$ cat config.mk
export PLATFORM = sky130hd
export DESIGN_NAME = output_port_allocator
export DESIGN_NICKNAME = d
export VERILOG_FILES = /design/src/rtl/noc_alloc_pkg.sv /design/src/rtl/credit_counter.sv /design/src/rtl/output_port_allocator.sv
export SDC_FILE = /design/constraint.sdc
export NUM_CORES = 1
export LEC_CHECK = 0
export BUFFER_PORTS_ARGS = -buffer_cell sky130_fd_sc_hd__clkbuf_2
export CORE_UTILIZATION = 32
export DETAILED_ROUTE_END_ITERATION = 10
export PLACE_DENSITY = 0.48
export SLEW_MARGIN = 5
export SYNTH_ARGS = -nofsm -noshare
export SYNTH_HDL_FRONTEND = slang
export SYNTH_SLANG_ARGS = --single-unit
$ cat constraint.sdc
create_clock -name clk_noc -period 7.1 [get_ports clk_noc]
set_input_delay 0.355 -clock clk_noc [delete_from_list [all_inputs] [get_ports clk_noc]]
set_output_delay 0.355 -clock clk_noc [all_outputs]
set_load 0.05 [all_outputs]
$ cat src/rtl/noc_alloc_pkg.sv
// Shared types and helpers for the NoC switch allocators.
// Round-robin pick scans a zero-padded request vector, so wrapping at RR_MAX matches wrapping at the real port count.
package noc_alloc_pkg;

    typedef enum logic {IDLE = 1'b0, LOCKED = 1'b1} alloc_state_e;

    localparam int LOCAL = 0;
    localparam int NORTH = 1;
    localparam int SOUTH = 2;
    localparam int EAST  = 3;
    localparam int WEST  = 4;

    localparam int RR_MAX   = 16;
    localparam int RR_IDX_W = $clog2(RR_MAX);

    typedef struct packed {
        logic                hit;
        logic [RR_IDX_W-1:0] idx;
    } rr_pick_t;

    function automatic rr_pick_t rr_pick(input logic [RR_MAX-1:0] vec,
                                         input logic [RR_IDX_W-1:0] ptr);
        rr_pick_t            res;
        logic [RR_IDX_W-1:0] i;
        res = '0;
        for (int k = 0; k < RR_MAX; k++) begin
            i = ptr + RR_IDX_W'(k);
            if (!res.hit && vec[i]) begin
                res.hit = 1'b1;
                res.idx = i;
            end
        end
        return res;
    endfunction

endpackage

$ cat src/rtl/credit_counter.sv
// Saturating up/down credit counter with a sticky overflow flag.
module credit_counter #(
    parameter int DEPTH = 4,
    parameter int W     = $clog2(DEPTH + 1)
) (
    input  logic         clk,
    input  logic         rst,
    input  logic         inc,
    input  logic         dec,
    output logic [W-1:0] count,
    output logic         err
);

    localparam logic [W-1:0] FULL = W'(DEPTH);

    always_ff @(posedge clk) begin
        if (rst) begin
            count <= FULL;
            err   <= 1'b0;
        end else if (inc && !dec) begin
            if (count == FULL) err <= 1'b1;
            else               count <= count + 1'b1;
        end else if (dec && !inc && count != '0) begin
            count <= count - 1'b1;
        end
    end

endmodule

$ cat src/rtl/output_port_allocator.sv
// Per-output-port switch allocator: round-robin, wormhole lock until tail, credit tracking.
// Optional OUTPUT_ALLOC_STATS_EN adds flit/packet/stall counters. Supports NUM_INPUTS <= 16.
module output_port_allocator
    import noc_alloc_pkg::*;
#(
    parameter int NUM_INPUTS        = 5,
    parameter int FLIT_BUFFER_DEPTH = 4,
    parameter int CREDIT_WIDTH      = $clog2(FLIT_BUFFER_DEPTH + 1)
) (
    input  logic                          clk_noc,
    input  logic                          rst_noc_sync,
    input  logic [NUM_INPUTS-1:0]         req,
    input  logic [NUM_INPUTS-1:0]         req_is_tail,
    input  logic [NUM_INPUTS-1:0]         disable_mask,
    input  logic                          credit_in,
    output logic [NUM_INPUTS-1:0]         grant,
    output logic                          send_out,
    output logic                          locked,
    output logic [$clog2(NUM_INPUTS)-1:0] owner,
    output logic [CREDIT_WIDTH-1:0]       credits,
    output logic                          credit_err
`ifdef OUTPUT_ALLOC_STATS_EN
    ,
    output logic [31:0]                   flit_count,
    output logic [31:0]                   pkt_count,
    output logic [31:0]                   stall_count
`endif
);

    localparam int            OW   = $clog2(NUM_INPUTS);
    localparam logic [OW-1:0] LAST = OW'(NUM_INPUTS - 1);

    alloc_state_e          state;
    logic [OW-1:0]         rr_ptr;
    logic [NUM_INPUTS-1:0] eligible;
    logic [NUM_INPUTS-1:0] grant_c;
    rr_pick_t              pick;
    logic [OW-1:0]         pick_idx;
    logic [OW-1:0]         cur_idx;
    logic                  cur_tail;
    logic                  can_send;

    function automatic logic [OW-1:0] next_idx(input logic [OW-1:0] x);
        return (x == LAST) ? '0 : x + 1'b1;
    endfunction

    // Zero-cycle allocation: grant comes straight from registered state and live requests.
    always_comb begin
        eligible = req & ~disable_mask;
        pick     = rr_pick(RR_MAX'(eligible), RR_IDX_W'(rr_ptr));
        pick_idx = OW'(pick.idx);
        can_send = (credits != '0) && !rst_noc_sync;
        cur_idx  = (state == LOCKED) ? owner : pick_idx;
        cur_tail = req_is_tail[cur_idx];
        grant_c  = '0;
        if (can_send) begin
            if (state == LOCKED)  grant_c[owner]    = req[owner];
            else if (pick.hit)    grant_c[pick_idx] = 1'b1;
        end
    end

    assign grant    = grant_c;
    assign send_out = |grant_c;
    assign locked   = (state == LOCKED) && !rst_noc_sync;

    always_ff @(posedge clk_noc) begin
        if (rst_noc_sync) begin
            state  <= IDLE;
            rr_ptr <= '0;
            owner  <= '0;
        end else if (send_out) begin
            if (cur_tail) begin
                state  <= IDLE;
                rr_ptr <= next_idx(cur_idx);
                owner  <= '0;
            end else if (state == IDLE) begin
                state <= LOCKED;
                owner <= pick_idx;
            end
        end
    end

    credit_counter #(
        .DEPTH (FLIT_BUFFER_DEPTH),
        .W     (CREDIT_WIDTH)
    ) u_credit (
        .clk   (clk_noc),
        .rst   (rst_noc_sync),
        .inc   (credit_in),
        .dec   (send_out),
        .count (credits),
        .err   (credit_err)
    );

`ifdef OUTPUT_ALLOC_STATS_EN
    logic stall;
    assign stall = ((eligible != '0) || (state == LOCKED && req[owner])) && (credits == '0);

    always_ff @(posedge clk_noc) begin
        if (rst_noc_sync) begin
            flit_count  <= '0;
            pkt_count   <= '0;
            stall_count <= '0;
        end else begin
            if (send_out)             flit_count  <= flit_count + 1'b1;
            if (send_out && cur_tail) pkt_count   <= pkt_count + 1'b1;
            if (stall)                stall_count <= stall_count + 1'b1;
        end
    end
`endif

endmodule

==> run summary <==
Setup repair after global routing left no endpoint under its margin. The post-synthesis instance total was 305. The path class of the tightest hold or removal check is input pin to flip-flop.

Counting the buffers created by CTS gives 3. By area the synthesized netlist is led by sky130_fd_sc_hd__dfxtp_1, sky130_fd_sc_hd__ha_1, sky130_fd_sc_hd__a21oi_1, sky130_fd_sc_hd__nor2_1, sky130_fd_sc_hd__nand3_1. The run gives 2,636 as the total number of vias. After synthesis, the largest family of logic cells by area is compound AO/OA/AOI/OAI gates. The number of gates resized after CTS was 0.

In this run the cell area of the synthesized design comes to 2323 um^2. In the final routed layout, each cell accounts on average for 18.06 um. The detailed router finished its first iteration with 206 violations. The relative max-transition margin is 0.5095, and the number of nets in the final layout is 358. Across the whole layout, storage elements account for 220.2 um^2. In the routed design, unresolved DRC markers number 0.

The count of buffers added on input and output ports is 31. The proportion of synthesized flip-flops having asynchronous set or reset came out at 0. Measured in cells, the most critical reg-to-reg path has a length of 18. The die is 87.21 um tall. The iteration count of the initial detailed-routing pass is 5, and the area added between synthesis and finish is 11.20%. In this run the deepest clock path goes through 2 buffers. The number of buffers and inverters on the critical path works out to 3. The TritonCTS sink count was 11. The run gives 172.8 MHz as the achievable frequency. The logs give 0 for the number of max-cap violations and 6907 um^2 for the placeable core region. The fraction of the mapped netlist area in adder cells works out to 0.05708. The wire-length estimate of the detail-placed layout is 5936 um. Standard-cell row count: 30.

The startpoint identified for the worst register-to-register timing path is rr_ptr[1]. The share of the clock period used by the worst path after layout works out to 0.8152. The tools report the number of I/O pins as 32. For hold timing, the worst endpoint is u_credit.count[0]. Summed negative setup slack over all endpoints: 0 ns. The buffer count from post-CTS setup fixing is 0, and the fill cell total of the finished layout is 778.

Measured along the x axis, the die boundary spans 87.21 um. In this run the most critical hold path is launched from credit_in. After routing the design area is 2584 um^2. The logs give 0.24 ns for the clock insertion delay at the later pin of the skew report and 0.2088 for the overall track demand over capacity in global routing.

The leakage power total is 0.001036 uW. STA classifies the critical path endpoint as a flip-flop. The cell family contributing the most delay on the critical path is simple AND/OR/NAND/NOR gates. The number of hold buffers added after CTS was 0; the number of vias per cell was 6.202. The area share of and/or/nand/nor cells after synthesis is 0.3344. On the final layout, the worst clock skew is 0.006799 ns.

The share of the synthesized area in compound gates (AO/OA/AOI/OAI) is 0.3560. The distinct cell type count after synthesis was 89. The multi-input combinational cells in the finished layout cover a total of 1966 um^2. The tools report the leftover overflow at the end of global routing as 0. The first global-routing pass estimated 12,590 um of wire. Once detail routing completed, the nets flagged for antenna violations numbered 0.

The worst hold path passes through 3 cells. The slew at the pin closest to its max-slew limit is 0.7331 ns. In the layout the commonest cells are sky130_fd_sc_hd__clkbuf_2, sky130_fd_sc_hd__nor2_1, sky130_fd_sc_hd__a21oi_1.

The xor/xnor share of the synthesized area came out at 0.02208. The run gives 0 as the number of antenna repair diodes. The run gives 0 as the number of antenna violations at the first check in global routing.

Yosys mapped a number of flops with a built-in enable equal to 0. The kind of critical path was flip-flop to flip-flop. In this run the clock root is driven by a sky130_fd_sc_hd__clkbuf_8. The most frequent standard cell in the layout excluding fill and tap cells is sky130_fd_sc_hd__clkbuf_2.

The number of global-route vias before repair was 2,408. At the worst endpoint, the required time is 7.22 ns. The global placer's final weighted congestion was 0.8513; the areal power density over the cells was 431.9 nW/um^2.

The die area came out at 7606 um^2. The number of H-tree levels was 1. For the final setup violation count, the log shows 0. The setup slack of the worst register-to-register path is 1.31 ns. The kind of start point of the critical path is a flip-flop. After synthesis the netlist holds a flip-flop and latch count of 11.

Summed over all layers, the routed wires come to 7677 um. The area share of the largest cell type after synthesis is 0.09478, and the total nets after synthesis is 333. The slowest cell on the critical path was sky130_fd_sc_hd__dfxtp_1. Synthesized area per cell: 7.618 um^2. The Yosys step of the flow raised 0 warnings. Summing all placed instances gives a cell area of 2539 um^2. The run gives 0.3364 as the initial core utilization. Max-slew violation total from the final report: 0. The flow ran to the end, and the final reports show no timing, DRC or antenna violations. The final critical-path required period is 5.788 ns.

Of all cell types, the one taking the most synthesized area is sky130_fd_sc_hd__dfxtp_1. For the data arrival time of the worst path, the log shows 5.90 ns. For this run, the slowest stage of the critical path takes 0.72 ns. Walking the worst path, the cells encountered are inv_2 -> ha_1 -> nand2b_1 -> or3_4 -> a21boi_1 -> nor2_1 -> a2111oi_0 -> or3_1 -> a311o_1 -> a21oi_1 -> nand3_1 -> a211oi_2 -> inv_2 -> fa_1 -> inv_1 -> o2111a_1 -> a311o_1 -> o311ai_1.

Entering global routing, the biggest net connects 36 pins. Along the worst path, the maximum fanout reaches 17. The dominant synthesized flop cell is sky130_fd_sc_hd__dfxtp_1. The worst-case IR drop observed on VDD is 0.0003637 V. The tools report the worst flop-to-flop path endpoint as u_credit.count[2]. After clock tree synthesis, the clock-pin slew on the worst setup and hold paths is 0.06 ns. The portion of the post-synthesis area used by sequential elements came out at 0.09478. TritonCTS built the clock tree. The multiplexer area fraction after synthesis was 0.07647; the final count of hold timing violations was 0. The fraction of final layout cells with drive strength greater than 1 came out at 0.2006.
[power by group]
part | switching [uW] | internal [uW]
logic | 608 | 320
clock network | 25.2 | 39.5
registers | 38.7 | 84.2
[cells in the mapped netlist (all sizes together) (3+ instances only)]
cell type	n
nand3	13
a311oi	3
or2	3
nor2b	9
buf	7
a21oi	23
o21ai	12
and2	3
mux2	7
and4	3
and4b	5
a31oi	5
inv	16
dfxtp	11
xnor2	3
clkbuf	6
nand2b	6
ha	9
or3	4
a2111oi	3
a21o	5
a211oi	7
a41oi	4
nor2	28
o211ai	3
mux2i	5
nand4b	5
nand2	18
nor3	10
nor4b	3
nand4	6
nor4	3
o31ai	6
o21a	3
[per-stage QoR]
stage | instances | hold WS, ns | util | setup WS, ns | power [uW]
after floorplan | 305 | 0.5368 | - | 2.456 | 852.0
after global placement | 421 | 0.4740 | 0.3676 | 1.468 | 1051
after detailed placement | 421 | 0.4816 | 0.3676 | 1.478 | 1041
after CTS | 425 | 0.4406 | 0.3741 | 1.443 | 1112
after global routing | 425 | 0.4623 | 0.3741 | 0.9257 | 1207
final | 425 | 0.4336 | 0.3741 | 1.312 | 1116
[cell type report]
class,count,share of cell area
clock buffers,4,0.01743
well taps,96,0.04649
flip-flops and latches,11,0.08523
inverters,16,0.02421
multi-input cells,265,0.7608
repair buffers,33,0.06586
[tightest hold or removal path, cell delays in order]
cell                       delay (ns)
sky130_fd_sc_hd__clkbuf_2        0.11
sky130_fd_sc_hd__nand4_1         0.10
sky130_fd_sc_hd__nand4_1         0.09
[registers in the layout, summed over array words and instances, names as in the netlist]
signal,count
rr_ptr,3
u_credit.count,3
owner,3
u_credit.err,1
state,1
[how the worst max path moves through the flow]
| stage | from | to | slack (ns) | depth (start not counted) |
|---|---|---|---|---|
| after CTS | rr_ptr[1] | u_credit.count[2] | 1.44 | 18 |
| after global routing | rr_ptr[1] | u_credit.count[2] | 0.93 | 18 |
| final | rr_ptr[1] | u_credit.count[2] | 1.31 | 18 |
| after detailed placement | rr_ptr[1] | u_credit.count[2] | 1.48 | 18 |
| after global placement | rr_ptr[1] | u_credit.count[2] | 1.47 | 18 |
| after floorplan | rr_ptr[1] | u_credit.count[2] | 2.46 | 20 |
[routing by layer]
| metal | vias to the layer above | share of wire | global-route usage | routed length [um] |
|---|---|---|---|---|
| met2 | 118 | 0.45 | 0.3286 | 3422 |
| met1 | 1231 | 0.47 | 0.2992 | 3613 |
| li1 | 1266 | - | - | - |
| met3 | 21 | 0.058 | 0.01517 | 446 |
| met4 | 0 | 0.025 | 0.07303 | 194 |
| met5 | - | 0 | 0 | 0 |
[kinds of logic after synthesis]
logic type               after synthesis
buffers and inverters                 29
XOR/XNOR                               5
AND/OR/NAND/NOR                      129
AO/OA/AOI/OAI                        107
flip-flops                            11
adder cells (fa/ha/maj)               10
multiplexers                          14
Note: power is estimated with default switching activity, not from simulation.
